### src/rtl/vend_ctrl_param.sv
// vend_ctrl_param: multi-product vending controller.
// Coins add credit up to a ceiling. A product select either starts a dispense
// or pulses deny. Cancel or an inactivity timeout refunds the credit through
// the change handshake.
//
// Handshake rule for both channels (disp_*, change_*): the controller raises
// valid with the payload already stable and holds both until the edge that
// samples ack=1, so a transfer completes on that edge. An ack seen while
// valid is low is ignored. valid is high for at least one cycle, even when ack
// is already high as the controller enters VEND or CHANGE.
module vend_ctrl_param #(
   parameter int NUM_PROD   = 4,
   parameter int CREDIT_W   = 4,
   parameter int COIN_VAL   = 1,
   parameter int MAX_CREDIT = 10,
   parameter logic [NUM_PROD*CREDIT_W-1:0] PRICES = {4'd5, 4'd4, 4'd3, 4'd2},
   parameter int TIMEOUT    = 1024,
   localparam int ID_W      = (NUM_PROD > 1) ? $clog2(NUM_PROD) : 1,
   localparam int TMR_W     = $clog2(TIMEOUT)
) (
   input  logic                clk,
   input  logic                reset,
   input  logic                coin,
   input  logic [NUM_PROD-1:0] sel,
   input  logic                cancel,
   output logic [CREDIT_W-1:0] credit,
   output logic                disp_valid,
   output logic [ID_W-1:0]     disp_id,
   input  logic                disp_ack,
   output logic                change_valid,
   output logic [CREDIT_W-1:0] change_amt,
   input  logic                change_ack,
   output logic                coin_reject,
   output logic                deny,
   output logic [1:0]          dbg_state_o
);

   typedef enum logic [1:0] {
      S_IDLE   = 2'd0,
      S_VEND   = 2'd1,
      S_CHANGE = 2'd2
   } state_t;

   state_t              state_q, state_d;
   logic [CREDIT_W-1:0] credit_q, credit_d;
   logic                disp_valid_q, disp_valid_d;
   logic [ID_W-1:0]     disp_id_q, disp_id_d;
   logic                change_valid_q, change_valid_d;
   logic [CREDIT_W-1:0] change_amt_q, change_amt_d;
   logic                coin_reject_q, coin_reject_d;
   logic                deny_q, deny_d;
   logic [TMR_W-1:0]    tmr_q, tmr_d;

   // Previous samples reset high: an input held high through reset is not an event.
   logic                coin_prev_q;
   logic [NUM_PROD-1:0] sel_prev_q;
   logic                cancel_prev_q;

   logic                coin_edge;
   logic [NUM_PROD-1:0] sel_edge;
   logic                cancel_edge;
   logic                sel_hit;
   logic [ID_W-1:0]     sel_idx;
   logic [CREDIT_W-1:0] sel_price;
   logic [CREDIT_W:0]   coin_sum;
   logic                serviced;

   assign coin_edge   = coin & ~coin_prev_q;
   assign sel_edge    = sel & ~sel_prev_q;
   assign cancel_edge = cancel & ~cancel_prev_q;

   // One bit wider than credit so the ceiling check cannot wrap.
   assign coin_sum = {1'b0, credit_q} + (CREDIT_W+1)'(COIN_VAL);

   // Samples the inputs once per cycle for rising-edge detection.
   always_ff @(posedge clk) begin
      if (!reset) begin
         coin_prev_q   <= 1'b1;
         sel_prev_q    <= '1;
         cancel_prev_q <= 1'b1;
      end else begin
         coin_prev_q   <= coin;
         sel_prev_q    <= sel;
         cancel_prev_q <= cancel;
      end
   end

   // Picks the lowest-index rising select and looks up its price.
   always_comb begin
      sel_hit   = 1'b0;
      sel_idx   = '0;
      sel_price = '0;
      for (int i = NUM_PROD - 1; i >= 0; i--) begin
         if (sel_edge[i]) begin
            sel_hit   = 1'b1;
            sel_idx   = ID_W'(i);
            sel_price = PRICES[i*CREDIT_W +: CREDIT_W];
         end
      end
   end

   // State, credit, timer and all registered outputs.
   always_ff @(posedge clk) begin
      if (!reset) begin
         state_q        <= S_IDLE;
         credit_q       <= '0;
         disp_valid_q   <= 1'b0;
         disp_id_q      <= '0;
         change_valid_q <= 1'b0;
         change_amt_q   <= '0;
         coin_reject_q  <= 1'b0;
         deny_q         <= 1'b0;
         tmr_q          <= '0;
      end else begin
         state_q        <= state_d;
         credit_q       <= credit_d;
         disp_valid_q   <= disp_valid_d;
         disp_id_q      <= disp_id_d;
         change_valid_q <= change_valid_d;
         change_amt_q   <= change_amt_d;
         coin_reject_q  <= coin_reject_d;
         deny_q         <= deny_d;
         tmr_q          <= tmr_d;
      end
   end

   // Next state and outputs. In IDLE the priority is cancel, then select, then coin.
   always_comb begin
      state_d        = state_q;
      credit_d       = credit_q;
      disp_valid_d   = disp_valid_q;
      disp_id_d      = disp_id_q;
      change_valid_d = change_valid_q;
      change_amt_d   = change_amt_q;
      coin_reject_d  = 1'b0;
      deny_d         = 1'b0;
      tmr_d          = '0;
      serviced       = 1'b0;

      case (state_q)
         S_IDLE: begin
            if (cancel_edge && (credit_q != '0)) begin
               state_d        = S_CHANGE;
               change_valid_d = 1'b1;
               change_amt_d   = credit_q;
               serviced       = 1'b1;
            end else if (sel_hit) begin
               if (credit_q >= sel_price) begin
                  state_d      = S_VEND;
                  disp_valid_d = 1'b1;
                  disp_id_d    = sel_idx;
                  credit_d     = credit_q - sel_price;
                  serviced     = 1'b1;
               end else begin
                  deny_d = 1'b1;
               end
            end

            // A coin that arrives with a serviced cancel or select is refused.
            if (coin_edge) begin
               if (serviced) begin
                  coin_reject_d = 1'b1;
               end else if (coin_sum <= (CREDIT_W+1)'(MAX_CREDIT)) begin
                  credit_d = coin_sum[CREDIT_W-1:0];
               end else begin
                  coin_reject_d = 1'b1;
               end
            end

            // Inactivity timer: any event or zero credit restarts it.
            if (coin_edge || sel_hit || cancel_edge || (credit_q == '0)) begin
               tmr_d = '0;
            end else if (tmr_q == TMR_W'(TIMEOUT - 1)) begin
               state_d        = S_CHANGE;
               change_valid_d = 1'b1;
               change_amt_d   = credit_q;
               tmr_d          = '0;
            end else begin
               tmr_d = tmr_q + TMR_W'(1);
            end
         end

         S_VEND: begin
            coin_reject_d = coin_edge;
            if (disp_ack) begin
               disp_valid_d = 1'b0;
               if (credit_q != '0) begin
                  state_d        = S_CHANGE;
                  change_valid_d = 1'b1;
                  change_amt_d   = credit_q;
               end else begin
                  state_d = S_IDLE;
               end
            end
         end

         S_CHANGE: begin
            coin_reject_d = coin_edge;
            if (change_ack) begin
               change_valid_d = 1'b0;
               credit_d       = '0;
               state_d        = S_IDLE;
            end
         end

         default: begin
            state_d = S_IDLE;
         end
      endcase
   end

   assign credit       = credit_q;
   assign disp_valid   = disp_valid_q;
   assign disp_id      = disp_id_q;
   assign change_valid = change_valid_q;
   assign change_amt   = change_amt_q;
   assign coin_reject  = coin_reject_q;
   assign deny         = deny_q;
   assign dbg_state_o  = state_q;

endmodule

### config.mk
export PLATFORM = sky130hd
export DESIGN_NAME = vend_ctrl_param
export DESIGN_NICKNAME = d
export VERILOG_FILES = /design/src/rtl/vend_ctrl_param.sv
export SDC_FILE = /design/constraint.sdc
export NUM_CORES = 1
export LEC_CHECK = 0
export ABC_AREA = 1
export CORE_MARGIN = 4
export CORE_UTILIZATION = 25
export DETAILED_ROUTE_END_ITERATION = 10
export PLACE_DENSITY_LB_ADDON = 0.15
export SYNTH_ARGS = -nofsm -noshare
export SYNTH_HDL_FRONTEND = slang
export SYNTH_SLANG_ARGS = --single-unit
### constraint.sdc
create_clock -name clk -period 2.9 [get_ports clk]
set_input_delay 0.29 -clock clk [delete_from_list [all_inputs] [get_ports clk]]
set_output_delay 0.29 -clock clk [all_outputs]
set_load 0.005 [all_outputs]
==> summary.txt <==
Outcome
  • Status: finished, final reports clean

Synth
  • Syn Nets: 292
  • Unique cell type count in the Yosys netlist: 36
  • Top cell type by total area after synthesis: dfxtp_1
  • Register area share after synthesis: 32.7%
  • Main synth FF type: dfxtp_1
  • Number of synthesized flops with an enable pin: 0
  • Cell with the most instances after synthesis: nand2_1
  • Mapped cell area: 1960 um^2
  • Top post-synthesis cells by count: nand2_1 (65), inv_1 (39), nor2_1 (33)
  • Asr flop ratio synth: 0%
  • Syn_area_per_cell: 7.25 um^2
  • Synth top area cells: dfxtp_1 (33%), nand2_1 (12%), inv_1 (7.5%), ha_1 (7.0%), nor2_1 (6.3%)
  • Mapped Cells: 270
  • Top-area cell type share of the netlist area: 32.7%
  • Yosys reg bits: 32
  • Synth warn: 0

Timing
  • Minimum clock period: 2390 ps
  • RSZ-0062 raised after global routing: no
  • Final worst setup slack: 515 ps
  • Min Hold Slack: 451 ps
  • Worst-Margin Slew: 548 ps
  • Final setup vio count: 0
  • Slew margin rel.: 63.1%
  • Final Max Tran Viols: 0
  • Tcrit/Tclk final: 82.2%
  • Sum of negative setup slack: 0 ps
  • Clk_skew: 2.62 ps
  • Final hold vios: 0
  • Maximum clock frequency: 0.419 GHz

Clocking
  • Post_cts resized: 0
  • Setup bufs post-CTS: 0
  • Hold buffers post-CTS: 0
  • H-tree depth: 2
  • Root buf cell: clkbuf_8
  • Inserted Clock Buffers: 5
  • Bufs on Longest Clock Path: 2
  • Clock sink count: 32
  • Worst-path clk slew: 70 ps
  • CTS tree: done
  • Clk_lat worst skew: 290 ps

Die
  • IO Count: 26
  • DIE WIDTH: 96.5 um
  • Die H: 96.5 um
  • Starting Density: 25.5%
  • Row Count: 32
  • Core Box Area: 7690 um^2
  • Die ar.: 9310 um^2

Detailed routing
  • Routed wire per std cell: 11.2 um
  • Iter 0 DRT Violations: 35
  • Routed WL: 4.55 mm
  • # DRC: 0
  • First drt pass iteration count: 4
  • Post-DRT Antenna Nets: 0
  • Vias per cell: 4.28
  • Vias: 1734

Worst setup path
  • Crit path required time: 3070 ps
  • Setup CP Type: input pin to register
  • Startpoint types: input pin
  • Capturing element type of the critical path: register
  • Worst Path Arrival: 2550 ps
  • Worst-path fanout max: 7

Final layout
  • Layout cell share with drive strength beyond 1: 14.2%
  • Multi-input gate area: 1120 um^2
  • Nets: 324
  • Ant. Diodes: 0
  • Fill count: 858
  • Area Overhead vs Synth: 24.5%
  • Register area: 641 um^2

Placed design
  • IO buf count: 25
  • Gpl congestion: 0.723
  • Place WS: 200 ps
  • DP HPWL: 3.49 mm

Global route
  • Initial antenna violation count: 0
  • Largest net degree at the start of global routing: 14
  • First-pass GRT wire length: 8.00 mm
  • GR Overflow Total: 0
  • Vias in the first global route: 1775
  • GRT Resource Usage Total: 11.2%

Power and ir drop
  • IR drop worst, VDD: 386 uV
  • Pwr Density: 950 nW/um^2
  • Leak: 1.11 nW

Job
  • Max-cap violations: 0

Min path
  • Worst hold path class: register to register
[final cells by class]
cell class | count | share of cell area (%)
inverter | 42 | 6.47
sequential | 32 | 26.3
clock buffer | 5 | 2.82
multi-input combinational | 192 | 45.9
clock inverter | 3 | 1.75
tap | 102 | 5.24
timing repair buffer | 29 | 11.5
[final timing paths]
check,start,to,slack [ps],depth (start not counted)
max,sel[2],credit[1]$_SDFFE_PN0P_,510,16
min,disp_valid$_SDFFE_PN0P_,disp_valid$_SDFFE_PN0P_,450,2
max reg2reg,sel_prev_q[2]$_SDFF_PN1_,credit[3]$_SDFFE_PN0P_,640,15
min reg2reg,disp_valid$_SDFFE_PN0P_,disp_valid$_SDFFE_PN0P_,450,2
[layer usage]
layer  vias to the layer above  part of all wire (%)  track usage (%)
li1                        910                     -                -
met1                       792                    46             13.0
met2                        20                    48             19.3
met3                        12                   4.6             3.95
met4                         0                   1.7             3.39
met5                         -                     0                0
[critical path, cell delays in order]
cell             delay [ps]
clkdlybuf4s50_1         470
nand2_1                  70
nand3_1                  60
a21boi_0                130
ha_1                    230
fa_1                    400
inv_1                    70
nand2_1                  40
nand3_1                 150
nand2_2                  90
nor2_4                  200
nand2_1                  70
o21ai_1                  80
nand2_1                  70
nand2_1                  70
a21oi_1                  50
[metrics by stage]
stage | util (%) | power, W | instances | cell area [um^2]
floorplan | - | 0.00150 | 270 | 1960
global placement | 30.3 | 0.00190 | 397 | 2330
detailed placement | 30.3 | 0.00189 | 397 | 2330
CTS | 31.7 | 0.00234 | 405 | 2440
global route | 31.7 | 0.00256 | 405 | 2440
finish | 31.7 | 0.00232 | 405 | 2440
[logic make-up after synthesis]
kind of cell	synth area share [%]
adders and majority gates	8.05
AOI/OAI and AO/OA	7.67
xor gates and xnor gates	1.34
DFF	32.7
and+or+nand+nor	40.1
buffers and inverters	10.1
[where the power goes]
part | internal (W) | switching, W
logic | 0.000526 | 0.000734
clock network | 0.000254 | 0.000188
registers | 0.000538 | 0.0000748
total | 0.00132 | 0.000997
[sequential cells by signal, indices dropped and copies added, names as in the netlist]
signal,cells
cancel_prev_q,1
change_amt,4
change_valid,1
coin_prev_q,1
coin_reject,1
credit,4
dbg_state_o,2
deny,1
disp_id,2
disp_valid,1
sel_prev_q,4
tmr_q,10
[placed cells by master, fill, tap and decap left out, types with 2 or more instances in the layout]
cell type / synthesis / routed
nand2_2: 4 / 4
nor2_4: 4 / 4
nor3b_2: 2 / 2
ha_1: 11 / 11
inv_1: 39 / 39
nand3b_1: 2 / 2
nand3_4: 2 / 2
nor3_1: 4 / 4
nand3_1: 14 / 14
inv_2: 3 / 3
xor2_1: 2 / 2
nor2_1: 33 / 33
nand2_4: 3 / 3
a21oi_1: 14 / 14
o21ai_0: 8 / 8
clkbuf_8: 1 / 5
dfxtp_1: 32 / 32
buf_4: 0 / 4
nand2_1: 65 / 65
nand4_1: 3 / 3
clkdlybuf4s50_1: 0 / 25
or2_2: 6 / 6
o21ai_1: 2 / 2
No activity file was read; power rests on OpenSTA's default activity.
==> variant: new RTL, config.mk and constraints unchanged <==
Change the parameter `TIMEOUT` from 1024 to 4096.
--- a/src/rtl/vend_ctrl_param.sv
+++ b/src/rtl/vend_ctrl_param.sv
@@ -15,5 +15,5 @@
    parameter int MAX_CREDIT = 10,
    parameter logic [NUM_PROD*CREDIT_W-1:0] PRICES = {4'd5, 4'd4, 4'd3, 4'd2},
-   parameter int TIMEOUT    = 1024,
+   parameter int TIMEOUT    = 4096,
    localparam int ID_W      = (NUM_PROD > 1) ? $clog2(NUM_PROD) : 1,
    localparam int TMR_W     = $clog2(TIMEOUT)
Behaviour: same outputs for any inputs over 10 cycles, from zero or initial values and one cycle with reset low; that may be too few to reach the edited logic, so the function may still have changed.
==> variant against the unedited design <==
Sequential cell count up 2. Setup slack worse by 0.068 ns. Via count down 1.2%. Total power down 8.1%. Sequential share of layout area up 2.3 points. Area after synthesis down 2.1%. Synthesized cell count up 1.5%. Routed wire length up 0.68%. Final area down 2.3%. Non-clock buffer count down 1. Critical endpoint is now credit[0]$_SDFFE_PN0P_. Highest routed layer unchanged.
==> variant: results (changes against the unedited design) <==
REGISTERS.TOP_BY_FF_COUNT='tmr_q'
INITIALDRTVIOLATIONCOUNT=51  # +46%
ROUTE.TOP_LAYER_USED='met4'
POST_CTS_SETUP_DRIVEN_BUFFER_INSERTION_COUNT=0  # unchanged
CTS.REPAIR.RESIZED=0  # unchanged
WORSTPATHMAXFANOUT=8  # +1
HOLDCRITPATHCLASS='reg2reg'
GLOBAL_ROUTE_WIRE_LENGTH_BEFORE_REPAIR_MM=7.617  # -4.8%
GRT_MAX_DEGREE=13  # -1
GRT_PASS1_VIAS=1626  # -8.4%
VDD.IR_DROP.WORST_mV=0.2598  # -33%
HP-START='tmr_q[0]$_SDFF_PP0_'
POWER_LEAKAGE_nW=1.021  # -7.8%
FILL_CELLS=828  # -3.5%
FINAL_CELL_AREA_UM2=2382  # -2.3%
HTREEDEPTH=2  # unchanged
MET1WIRELENGTH_MM=2.335  # +13%
FIN_WORST_SKEW_NS=0.009691  # +0.007066 ns
YOSYSUNIQUECELLTYPES=28  # -22%
TIMING_WORST_SLEW_PIN_VALUE_NS=0.4968  # -0.05076 ns
RUN_STATUS='complete, no violations'
LARGEST_REGISTER_FFS=12  # +2
YS_ASYNC_SR_FRACTION=0  # unchanged
SYNTH.NET_COUNT=296  # +1.4%
CTS.REPORTEDPATHS.CLKPINSLEW_NS=0.08
CP_DATA_ARRIVAL_TIME_NS=2.61  # +0.06 ns
GROUTE.USAGE.OVERALL=0.1075  # -0.004199
SYNTH_SEQ_AREA_SHARE=0.3551  # +0.02793
SYN_AREA_PER_CELL_UM2=6.996  # -3.5%
TOTALWIRELENGTH_MM=4.581  # +0.68%
TOTAL_VIAS_IN_THE_FINAL_ROUTE=1713  # -1.2%
CTS_MAX_PATH_BUFFERS=2  # unchanged
CTS_BUFFERS=5  # unchanged
WORST_SETUP_PATH_STARTPOINT='sel[3]'
NETLIST_TOP_CELLS_COUNT='sky130_fd_sc_hd__nand2_1 (66), sky130_fd_sc_hd__inv_1 (35), sky130_fd_sc_hd__dfxtp_1 (34)'
GP_CONGESTION=0.8083  # +12%
POST-PLACE-CELLS=397  # unchanged
MET3_WIRELENGTH_UM=212  # +0.95%
PLACE_HPWL_MM=3.486  # -0.24%
FINAL_LAYOUT_SIZE_SUFFIX_GT1_FRAC=0.1307  # -0.01120
PRE_CTS_WS_NS=0.1520  # -0.04848 ns
NUMBER_OF_ENABLE_FLIP_FLOP_CELLS_AFTER_SYNTHESIS=0  # unchanged
NETLIST_TOP_CELLS_AREA='sky130_fd_sc_hd__dfxtp_1 (36%), sky130_fd_sc_hd__nand2_1 (13%), sky130_fd_sc_hd__ha_1 (7.2%)'
PLACEMENT.CELL_AREA_UM2=2287  # -1.7%
CRITICAL-PATH-MAX-STAGE-DELAY_NS=0.50  # +0.03 ns
ROUTED-WL-MET2_MM=2.008  # -8.3%
FIRST_PASS_ITERS=5  # +1
PORT_BUFFERS=25  # unchanged
FINAL_NETS=327  # +0.93%
variant: cell families (layout without fill, tap and decap cells):
kind of cell / Yosys count / in the layout / share of synthesized area
xor gates and xnor gates: 6 / 6 / 0.02742
AOI/OAI and AO/OA: 31 / 31 / 0.08747
buffers and inverters: 42 / 74 / 0.08812
DFF: 34 / 34 / 0.3551
and+or+nand+nor: 149 / 149 / 0.3597
adders and majority gates: 12 / 12 / 0.08224
variant: metrics by stage:
step           total power, mW  hold slack [ns]
4_1_cts                  2.163           0.4779
3_3_place_gp             1.780           0.4576
2_1_floorplan            1.377           0.3864
5_1_grt                  2.344           0.4966
3_5_place_dp             1.770           0.4588
6_report                 2.129           0.4741
variant: power breakdown:
group | internal, mW | switching [mW] | total, mW | leakage, nW
logic | 0.469 | 0.638 | 1.11 | 0.696
clock network | 0.191 | 0.185 | 0.376 | 0.0472
registers | 0.562 | 0.0825 | 0.645 | 0.278
variant: path summary, 6_finish.rpt:
check / end / slack (ns) / depth (start not counted)
max: credit[0]$_SDFFE_PN0P_ / 0.45 / 14
min: tmr_q[0]$_SDFF_PP0_ / 0.47 / 1
min reg2reg: tmr_q[0]$_SDFF_PP0_ / 0.47 / 1
max reg2reg: credit[0]$_SDFFE_PN0P_ / 0.54 / 15
variant: cell type report:
| cell class | instances | area share |
|---|---|---|
| Clock buffer | 6 | 0.03466 |
| Tap cell | 99 | 0.05200 |
| Clock inverter | 2 | 0.005252 |
| Timing Repair Buffer | 28 | 0.1145 |
| Sequential cell | 34 | 0.2857 |
| Multi-Input combinational cell | 198 | 0.4480 |
| Inverter | 38 | 0.05987 |
variant: per-layer routing:
metal / track usage / vias up
met1: 0.1460 / 753
li1: - / 923
met3: 0.03157 / 3
met4: 0.02844 / 0
met5: 0 / -
met2: 0.1656 / 34
